[config.mk]
export PLATFORM = sky130hd
export DESIGN_NAME = lap_controller
export DESIGN_NICKNAME = d
export VERILOG_FILES = /design/src/rtl/lap_controller.sv
export SDC_FILE = /design/constraint.sdc
export NUM_CORES = 1
export LEC_CHECK = 0
export BUFFER_PORTS_ARGS = -buffer_cell sky130_fd_sc_hd__buf_4
export CELL_PAD_IN_SITES_DETAIL_PLACEMENT = 1
export CELL_PAD_IN_SITES_GLOBAL_PLACEMENT = 1
export CORE_ASPECT_RATIO = 0.5
export CORE_MARGIN = 3
export CORE_UTILIZATION = 30
export CTS_BUF_LIST = sky130_fd_sc_hd__clkbuf_8
export CTS_CLUSTER_DIAMETER = 150
export CTS_CLUSTER_SIZE = 12
export DETAILED_ROUTE_END_ITERATION = 10
export MAX_ROUTING_LAYER = met4
export PLACE_DENSITY_LB_ADDON = 0.1
export SLEW_MARGIN = 15
export SYNTH_ARGS = -nofsm -noshare
export SYNTH_HDL_FRONTEND = slang
export SYNTH_SLANG_ARGS = --single-unit
export TNS_END_PERCENT = 50
[constraint.sdc]
create_clock -name clk -period 3.15 [get_ports clk]
set_input_delay 0.1575 -clock clk [delete_from_list [all_inputs] [get_ports clk]]
set_output_delay 0.1575 -clock clk [all_outputs]
set_load 0.02 [all_outputs]
[src/rtl/lap_controller.sv]
// lap_controller
//   Lap/split capture beside the stopwatch FSM and mm:ss counter. A lap pulse
//   while running stores the current time (or the delta since the previous
//   lap) in a small FIFO. The FIFO is drained one entry per rd_req, and the
//   popped entry appears on rd_* with rd_valid one cycle later.
//
//   Build option: define LAP_DELTA_EN to store lap deltas instead of
//   absolute split times.
//
//   Ports:
//     clk, rst_n       clock, synchronous active-low reset
//     status[1:0]      stopwatch state: 00 IDLE, 01 RUNNING, 10 PAUSED, 11 IDLE
//     lap              single-cycle lap pulse
//     cur_min/cur_sec  running time from the time counter
//     rd_req           pop the oldest entry
//     rd_valid         rd_min/rd_sec/rd_idx valid this cycle
//     rd_idx           1-based lap number of the popped entry (wraps)
//     lap_count        entries buffered; full/empty derived from it
//     overflow         sticky: a lap was dropped because the buffer was full
//
//   mode     | meaning
//   ---------+-----------------------------------------------------------
//   CLEAR    | status IDLE/11: buffer, counters and outputs held at reset
//   CAPTURE  | status RUNNING: laps are written, reads allowed
//   HOLD     | status PAUSED: laps ignored, reads allowed
module lap_controller #(
    parameter int MIN_W = 8,
    parameter int SEC_W = 6,
    parameter int DEPTH = 8,
    localparam int PTR_W = $clog2(DEPTH),
    localparam int IDX_W = $clog2(DEPTH) + 1
) (
    input  logic             clk,
    input  logic             rst_n,
    input  logic [1:0]       status,
    input  logic             lap,
    input  logic [MIN_W-1:0] cur_min,
    input  logic [SEC_W-1:0] cur_sec,
    input  logic             rd_req,
    output logic             rd_valid,
    output logic [MIN_W-1:0] rd_min,
    output logic [SEC_W-1:0] rd_sec,
    output logic [IDX_W-1:0] rd_idx,
    output logic [IDX_W-1:0] lap_count,
    output logic             full,
    output logic             empty,
    output logic             overflow
);

    typedef enum logic [1:0] {
        MODE_CLEAR   = 2'b00,
        MODE_CAPTURE = 2'b01,
        MODE_HOLD    = 2'b10
    } mode_e;

    mode_e mode;

    logic [MIN_W-1:0] mem_min_q [DEPTH];
    logic [SEC_W-1:0] mem_sec_q [DEPTH];
    logic [IDX_W-1:0] mem_idx_q [DEPTH];

    logic [PTR_W-1:0] wptr_q, wptr_d, rptr_q, rptr_d;
    logic [IDX_W-1:0] count_q, count_d;
    logic [IDX_W-1:0] lap_num_q, lap_num_d;
    logic [MIN_W-1:0] last_min_q, last_min_d;
    logic [SEC_W-1:0] last_sec_q, last_sec_d;
    logic             ovf_q, ovf_d;
    logic             rd_valid_q, rd_valid_d;
    logic [MIN_W-1:0] rd_min_q, rd_min_d;
    logic [SEC_W-1:0] rd_sec_q, rd_sec_d;
    logic [IDX_W-1:0] rd_idx_q, rd_idx_d;

    logic             is_full, is_empty;
    logic             do_pop, do_write;
    logic [MIN_W-1:0] ent_min;
    logic [SEC_W-1:0] ent_sec;

    assign is_full  = (count_q == IDX_W'(DEPTH));
    assign is_empty = (count_q == '0);

    // Mode tracks status directly so a return to IDLE wins over a lap or
    // read arriving in the same cycle.
    always_comb begin
        mode = MODE_CLEAR;
        case (status)
            2'b01:   mode = MODE_CAPTURE;
            2'b10:   mode = MODE_HOLD;
            default: mode = MODE_CLEAR;
        endcase
    end

    always_comb begin
        ent_min = cur_min;
        ent_sec = cur_sec;
`ifdef LAP_DELTA_EN
        // Borrow case: the result is below 60, so SEC_W-bit modular math is exact.
        if (cur_sec >= last_sec_q) begin
            ent_sec = cur_sec - last_sec_q;
            ent_min = cur_min - last_min_q;
        end else begin
            ent_sec = cur_sec + SEC_W'(60) - last_sec_q;
            ent_min = cur_min - last_min_q - MIN_W'(1);
        end
`endif
    end

    // A pop frees the slot, so a same-cycle write is accepted even when full.
    assign do_pop   = (mode != MODE_CLEAR) && rd_req && !is_empty;
    assign do_write = (mode == MODE_CAPTURE) && lap && (!is_full || do_pop);

    always_comb begin
        wptr_d     = wptr_q;
        rptr_d     = rptr_q;
        count_d    = count_q;
        lap_num_d  = lap_num_q;
        last_min_d = last_min_q;
        last_sec_d = last_sec_q;
        ovf_d      = ovf_q;
        rd_valid_d = 1'b0;
        rd_min_d   = rd_min_q;
        rd_sec_d   = rd_sec_q;
        rd_idx_d   = rd_idx_q;

        if (mode == MODE_CLEAR) begin
            wptr_d     = '0;
            rptr_d     = '0;
            count_d    = '0;
            lap_num_d  = '0;
            last_min_d = '0;
            last_sec_d = '0;
            ovf_d      = 1'b0;
            rd_min_d   = '0;
            rd_sec_d   = '0;
            rd_idx_d   = '0;
        end else begin
            if (do_pop) begin
                rptr_d     = rptr_q + PTR_W'(1);
                rd_valid_d = 1'b1;
                rd_min_d   = mem_min_q[rptr_q];
                rd_sec_d   = mem_sec_q[rptr_q];
                rd_idx_d   = mem_idx_q[rptr_q];
            end
            if (do_write) begin
                wptr_d     = wptr_q + PTR_W'(1);
                lap_num_d  = lap_num_q + IDX_W'(1);
                last_min_d = cur_min;
                last_sec_d = cur_sec;
            end else if (mode == MODE_CAPTURE && lap) begin
                ovf_d = 1'b1;
            end
            if (do_write && !do_pop)
                count_d = count_q + IDX_W'(1);
            else if (do_pop && !do_write)
                count_d = count_q - IDX_W'(1);
        end
    end

    always_ff @(posedge clk) begin
        if (!rst_n) begin
            wptr_q     <= '0;
            rptr_q     <= '0;
            count_q    <= '0;
            lap_num_q  <= '0;
            last_min_q <= '0;
            last_sec_q <= '0;
            ovf_q      <= 1'b0;
            rd_valid_q <= 1'b0;
            rd_min_q   <= '0;
            rd_sec_q   <= '0;
            rd_idx_q   <= '0;
        end else begin
            wptr_q     <= wptr_d;
            rptr_q     <= rptr_d;
            count_q    <= count_d;
            lap_num_q  <= lap_num_d;
            last_min_q <= last_min_d;
            last_sec_q <= last_sec_d;
            ovf_q      <= ovf_d;
            rd_valid_q <= rd_valid_d;
            rd_min_q   <= rd_min_d;
            rd_sec_q   <= rd_sec_d;
            rd_idx_q   <= rd_idx_d;
        end
    end

    // Storage needs no reset: occupancy is tracked by the pointers and count.
    always_ff @(posedge clk) begin
        if (rst_n && do_write) begin
            mem_min_q[wptr_q] <= ent_min;
            mem_sec_q[wptr_q] <= ent_sec;
            mem_idx_q[wptr_q] <= lap_num_q + IDX_W'(1);
        end
    end

    assign rd_valid  = rd_valid_q;
    assign rd_min    = rd_min_q;
    assign rd_sec    = rd_sec_q;
    assign rd_idx    = rd_idx_q;
    assign lap_count = count_q;
    assign full      = is_full;
    assign empty     = is_empty;
    assign overflow  = ovf_q;

endmodule
==> results of run 1 <==
## cells by family after synthesis
kind of cell,share of synthesized area
adder cells (fa/ha/maj),0.0158
AND/OR/NAND/NOR,0.0508
flip-flops,0.736
XOR/XNOR,0.0116
buffers and inverters,0.0193
multiplexers,0.124
AO/OA/AOI/OAI,0.0432
## per-layer routing
metal,GRT usage,vias to the layer above
met4,0.0410,0
met3,0.0262,12
met5,-,-
met1,0.197,1901
met2,0.227,39
li1,-,1638
## cells in the final DEF (no fill, tap or decap), drive strengths merged, types with 9 or more instances in the layout
| cell | count |
|---|---|
| buf | 62 |
| clkbuf | 19 |
| dfxtp | 34 |
| dlygate4sd3 | 14 |
| edfxtp | 144 |
| inv | 10 |
| mux4 | 36 |
| nand2 | 9 |
| nor2 | 40 |
| o21ai | 18 |
| o22ai | 18 |
## cells in the mapped netlist, types with 2 or more instances
master and instances:
a21oi_1 5, nor2_1 39, a31o_2 3, dfxtp_1 34, nor3_1 2, buf_1 4
a211oi_1 2, nor2b_1 2, xor2_1 2, nand2_1 9, xnor2_1 7, buf_2 5
mux2i_1 3, buf_6 4, o21ai_1 18, ha_1 7, o22ai_1 18, nand3_1 5
edfxtp_1 144, nand4_1 2, clkbuf_1 3, nand2b_1 2, mux4_2 36, nand3_4 2
inv_1 5
## worst reg2reg max path: stages (launching register included)
cell and delay [ns]:
dfxtp_1 0.40, or4_1 0.70, inv_2 0.13, nor2_2 0.05, inv_1 0.09, ha_1 0.17
inv_1 0.10, ha_1 0.35, a21oi_1 0.10, a211o_1 0.32, a211oi_1 0.24, a31o_2 0.16
## layout make-up
class	instances	share of cell area
sequential	178	0.614
multi-input combinational	175	0.210
timing repair buffer	76	0.0758
tap	300	0.0461
clock buffer	19	0.0321
clock inverter	12	0.0190
inverter	6	0.00276
## worst min-delay path by stage
stage                     slack (ns)       start               to
after floorplan                 0.26  cur_min[0]  mem_min_q[0][0]
after global placement          0.39  cur_min[5]  mem_min_q[5][5]
after detailed placement        0.40  cur_min[7]  mem_min_q[7][7]
after CTS                       0.17         lap         overflow
after global routing            0.20         lap         overflow
final                           0.22         lap         overflow
## state kept, by name, summed over array words and instances, names as in the netlist
signal,cells
rd_valid,1
mem_min_q,64
rd_min,8
mem_sec_q,48
wptr_q,3
rd_idx,4
rptr_q,3
mem_idx_q,32
lap_count,4
overflow,1
lap_num_q,4
rd_sec,6
## through the flow
stage	TNS, ns	hold WS (ns)
2_1_floorplan	-0.899	0.256
3_3_place_gp	0	0.386
3_5_place_dp	0	0.396
4_1_cts	0	0.173
5_1_grt	0	0.200
6_report	0	0.220
## power groups by stage
stage | combinational [mW] | clock [mW] | sequential (mW)
3_5_place_dp | 0.206 | 0 | 2.61
5_1_grt | 0.238 | 1.81 | 2.56
4_1_cts | 0.221 | 1.72 | 2.56
3_3_place_gp | 0.199 | 0 | 2.61
6_report | 0.217 | 1.65 | 2.56
2_1_floorplan | 0.104 | 0 | 2.62
==> reports/metrics.cfg, run 1 <==
[routing]
drt-pass1-iter-count = 4
routed_via_density = 4.69
wl_met3_um = 434
drc = 0
wire_per_inst_um = 21.4
wl_met2_mm = 7.83
ant_nets = 0
drt_iter0_markers = 223
highest_layer = met4
routed_wl_mm = 16.4
num_vias = 3590
drt-met1-wl_mm = 7.93

[power]
p_switching_uw = 967
power_density_nw_per_um2 = 543
power.internal_mw = 3.46
combPwrFrac = 0.049
p_sw_frac = 0.219
p_leak_nw = 2.63
total_power_mw = 4.43
pwr-share-clk = 0.374
power_frac_seq = 0.577
irDropWorstVdd_mv = 0.243

[final_layout]
area_delta_synth_final_pct = 19.8
final_cells = 766
fillers = 2204
fin_nets = 482
stdcell_area_um2 = 8150
drive_gt1_frac = 0.315
final_util = 0.371
antennaDiodeCount = 0
multi_input_area_um2 = 1710
regArea_um2 = 5010

[setup_path]
crit_buf_inv = 3
startpoint_type = flop
path_max_fanout = 6
worstPathCellList = or4_1 > inv_2 > nor2_2 > inv_1 > ha_1 > inv_1 > ha_1 > a21oi_1 > a211o_1 > a211oi_1 > a31o_2
crit_cells = 11
worst-setup-path-type = flop to flop
path_delay_family = compound AO/OA/AOI/OAI gates
reg2reg_depth = 11
crit_start = lap_count[0]
crit_required_ns = 3.55
arrival_ns = 3.25
crit_path_end_kind = flop
critPathMaxStageDelay_ns = 0.70
slowest_stage = or4_1
r2r_slack_ns = 0.30
r2r_end = lap_count[3]
crit_end = lap_count[3]
r2r-start = lap_count[0]

[logic_synthesis]
netlist.area_leader.share = 0.636
synthCells = 377
synth_fp_nets = 405
ys_seq_elements = 178
syn_area_um2 = 6800
yosys_warnings = 0
avgSynthCellArea_um2 = 18.0
ys_types = 39
synth_edf_count = 144
postSynth.asyncResetShare = 0
synthTopCellsByArea = edfxtp_1 64%, mux4_2 12%, dfxtp_1 10%, nor2_1 2.2%, o22ai_1 1.7%
synth_top_area_cell = edfxtp_1
synth-main-ff-cell = edfxtp_1
ys_seq_area_frac = 0.736

[timing]
fmax_ghz = 0.350
hold_viol = 0
finalSetupViolCount = 0
setup_ws_ns = 0.297
slew_headroom = 0.555
worstMarginPinSlew_ns = 0.667
fin_skew_ns = 0.0181
maxSlewViolCount = 0
rsz0062_at_grt = false
fin_crit_ns = 2.85
finalCritPeriodShare = 0.906

[grt]
grtUsageTotal = 0.146
grt-ovfl-total = 0
grt_pass1_wl_mm = 25.1
grt_max_degree = 36
grt_pass1_vias = 4017
antenna_found_initial = 0

[floorplanning]
die_height_um = 112
fp.coreArea_um2 = 22000
pin_count = 46
die_x_um = 219
initial_core_util = 0.310
fp.dieArea_um2 = 24600
rows = 38

[clocking]
clk_pin_slew_worst_paths_ns = 0.10
ctsResizeCount = 0
ctsHoldBuffers = 14
insertion_delay_ns = 0.45
htreeDepth = 4
cts_tree = done
numCtsBuffers = 17
cts_buffer_depth = 2
cts_root_buf = clkbuf_8
cts_setup_buffers = 0
cts.sinks = 178

[hold_path]
hold_path_class = input port to flop
hold_depth = 4

[placement]
dpl_cell_area_um2 = 7590
place_congestion = 0.710
dp_slack_ns = 0.311
dp_cells = 721
hpwlAfterDp_mm = 9.86
port_buffers = 45

[run]
maxCapViolCount = 0

[status]
outcome = finished clean

Note: power is estimated with default switching activity, not from simulation.
==> inputs of run 2 (changes only) <==
==> constraint.sdc (replaced) <==
create_clock -name clk -period 2.5 [get_ports clk]
set_input_delay 0.125 -clock clk [delete_from_list [all_inputs] [get_ports clk]]
set_output_delay 0.125 -clock clk [all_outputs]
set_load 0.02 [all_outputs]
==> run 2 against run 1 <==
Fmax increased by 17%. Sequential share of layout area decreased by 2.4 points. Register-to-register slack got worse by 0.24 ns. Flip-flop and latch count unchanged. Worst hold slack got worse by 0.025 ns. Sequential power increased by 26%. Power increased by 29%. Global-route usage increased by 0.12 points. Die area unchanged. Highest routed layer unchanged.
==> reports/metrics.cfg, run 2 (same netlist as run 1, synthesis figures left out) <==
[status]
outcome = finished clean

[setup_path]
arrival_ns = 2.85  ; -0.40 ns
r2r_slack_ns = 0.06  ; -0.24 ns
crit_path_end_kind = flop
startpoint_type = flop
crit_end = lap_count[3]
path_max_fanout = 4  ; -2
reg2reg_depth = 11  ; unchanged
worst-setup-path-type = flop to flop
r2r_end = lap_count[3]
crit_required_ns = 2.91  ; -0.64 ns
r2r-start = lap_count[1]
crit_start = lap_count[1]

[routing]
wire_per_inst_um = 21.4  ; +0.13%
drt-pass1-iter-count = 4  ; unchanged
drt_iter0_markers = 310  ; +39%
drc = 0  ; unchanged
num_vias = 3695  ; +2.9%
routed_via_density = 4.71  ; +0.56%
routed_wl_mm = 16.8  ; +2.5%
ant_nets = 0  ; unchanged

[final_layout]
fin_nets = 499  ; +3.5%
antennaDiodeCount = 0  ; unchanged
top_register = mem_min_q
reg_top3 = mem_min_q: 64 flops, mem_sec_q: 48 flops, mem_idx_q: 32 flops
area_delta_synth_final_pct = 24.7
largest_register_ff_count = 64  ; unchanged
drive_gt1_frac = 0.353  ; +0.0379
layout_commonest_cell = edfxtp_1
fillers = 2176  ; -1.3%
layout_common_cells = 144 x edfxtp_1, 69 x buf_4, 39 x nor2_1

[clocking]
cts_buffer_depth = 2  ; unchanged
cts_tree = done
cts.sinks = 178  ; unchanged
numCtsBuffers = 17  ; unchanged
clk_pin_slew_worst_paths_ns = 0.09  ; about the same
cts_root_buf = clkbuf_8
htreeDepth = 4  ; unchanged
insertion_delay_ns = 0.46  ; about the same

[timing]
fin_skew_ns = 0.0106  ; -0.00748 ns
slew_headroom = 0.498  ; -0.0574
maxSlewViolCount = 0  ; unchanged
fin_crit_ns = 2.44  ; -0.414 ns
final.setup.tns_ns = 0  ; unchanged
hold_viol = 0  ; unchanged
fmax_ghz = 0.410  ; +17%
finalCritPeriodShare = 0.976  ; +0.0700
worstMarginPinSlew_ns = 0.753  ; +0.0860 ns
finalSetupViolCount = 0  ; unchanged

[floorplanning]
fp.dieArea_um2 = 24600  ; unchanged
die_x_um = 219  ; unchanged
fp.coreArea_um2 = 22000  ; unchanged
die_height_um = 112  ; unchanged
rows = 38  ; unchanged
initial_core_util = 0.310  ; unchanged
pin_count = 46  ; unchanged

[power]
total_power_mw = 5.72  ; +29%
power_density_nw_per_um2 = 674  ; +24%
irDropWorstVdd_mv = 0.272  ; +12%
p_leak_nw = 2.77  ; +5.4%

[grt]
grtUsageTotal = 0.147  ; +0.00118
grt_pass1_wl_mm = 25.2  ; +0.52%
antenna_found_initial = 0  ; unchanged
grt_max_degree = 21  ; -42%
grt_pass1_vias = 4016  ; -0.025%
grt-ovfl-total = 0  ; unchanged

[placement]
port_buffers = 45  ; unchanged
place_congestion = 0.764  ; +7.5%
hpwlAfterDp_mm = 10.4  ; +5.1%

[hold_path]
hold_path_class = input port to flop

[run]
maxCapViolCount = 0  ; unchanged

==> run 2: changes by cell type in the layout (fill, tap and decap cells not counted), sizes merged <==
cell,delta
clkinv,+5
buf,+17
bufinv,+1
inv,-3
clkinvlp,-3
clkbuf,+1
==> run 2: cell type report <==
cell class | instances | area, um^2 | area share
Inverter | 6 | 30.0 | 0.00354
Sequential cell | 178 | 5010 | 0.590
Clock buffer | 20 | 275 | 0.0324
Tap cell | 300 | 375 | 0.0442
Clock inverter | 12 | 161 | 0.0190
Multi-Input combinational cell | 175 | 1780 | 0.209
Timing Repair Buffer | 93 | 858 | 0.101
==> run 2: metrics by stage <==
| step | instances | utilization | instance area [um^2] | setup WS [ns] | hold WS [ns] |
|---|---|---|---|---|---|
| after floorplan | 377 | - | 6820 | -0.242 | 0.224 |
| after global placement | 732 | 0.354 | 7790 | 0.0835 | 0.352 |
| after detailed placement | 732 | 0.354 | 7790 | -0.169 | 0.368 |
| after CTS | 778 | 0.382 | 8390 | 0.0278 | 0.170 |
| after global routing | 784 | 0.386 | 8480 | -0.0378 | 0.214 |
| final | 784 | 0.386 | 8480 | 0.0606 | 0.194 |
==> run 2: repair_timing <==
item / CTS / global route
gates resized for setup: 6 / 10
hold endpoints to repair: 112 / 0
pin swaps: 0 / 6
hold buffers: 14 / 0
setup endpoints to repair: 1 / 1
setup buffers: 0 / 6
==> run 2: metal layers <==
layer	routed length, um	up-vias	track usage
met4	232	0	0.0384
met2	7990	47	0.231
met3	539	17	0.0357
li1	-	1676	-
met1	8010	1955	0.192
met5	0	-	-
==> run 2: where the power goes <==
group	internal [mW]	total, mW	switching (mW)
registers	3.21	3.22	0.0129
logic	0.148	0.330	0.182
clock network	1.16	2.17	1.02
==> run 2: worst min-delay path by stage <==
stage                     from               to  slack, ns  depth (start not counted)
global placement    cur_min[1]  mem_min_q[0][1]       0.35                          1
finish                     lap         overflow       0.19                          4
global route             rst_n        rd_min[0]       0.21                          4
detailed placement  cur_sec[5]  mem_sec_q[7][5]       0.37                          1
CTS                        lap         overflow       0.17                          4
floorplan           cur_min[0]  mem_min_q[0][0]       0.22                          0
==> run 2: critical path, cell delays in order, from the launching register on <==
cell,delay [ns]
dfxtp_2,0.34
or4_4,0.56
inv_4,0.09
nor2_4,0.04
inv_2,0.08
ha_4,0.16
inv_6,0.05
ha_4,0.28
nand3_4,0.08
a211o_1,0.34
a211oi_2,0.24
a31o_2,0.14
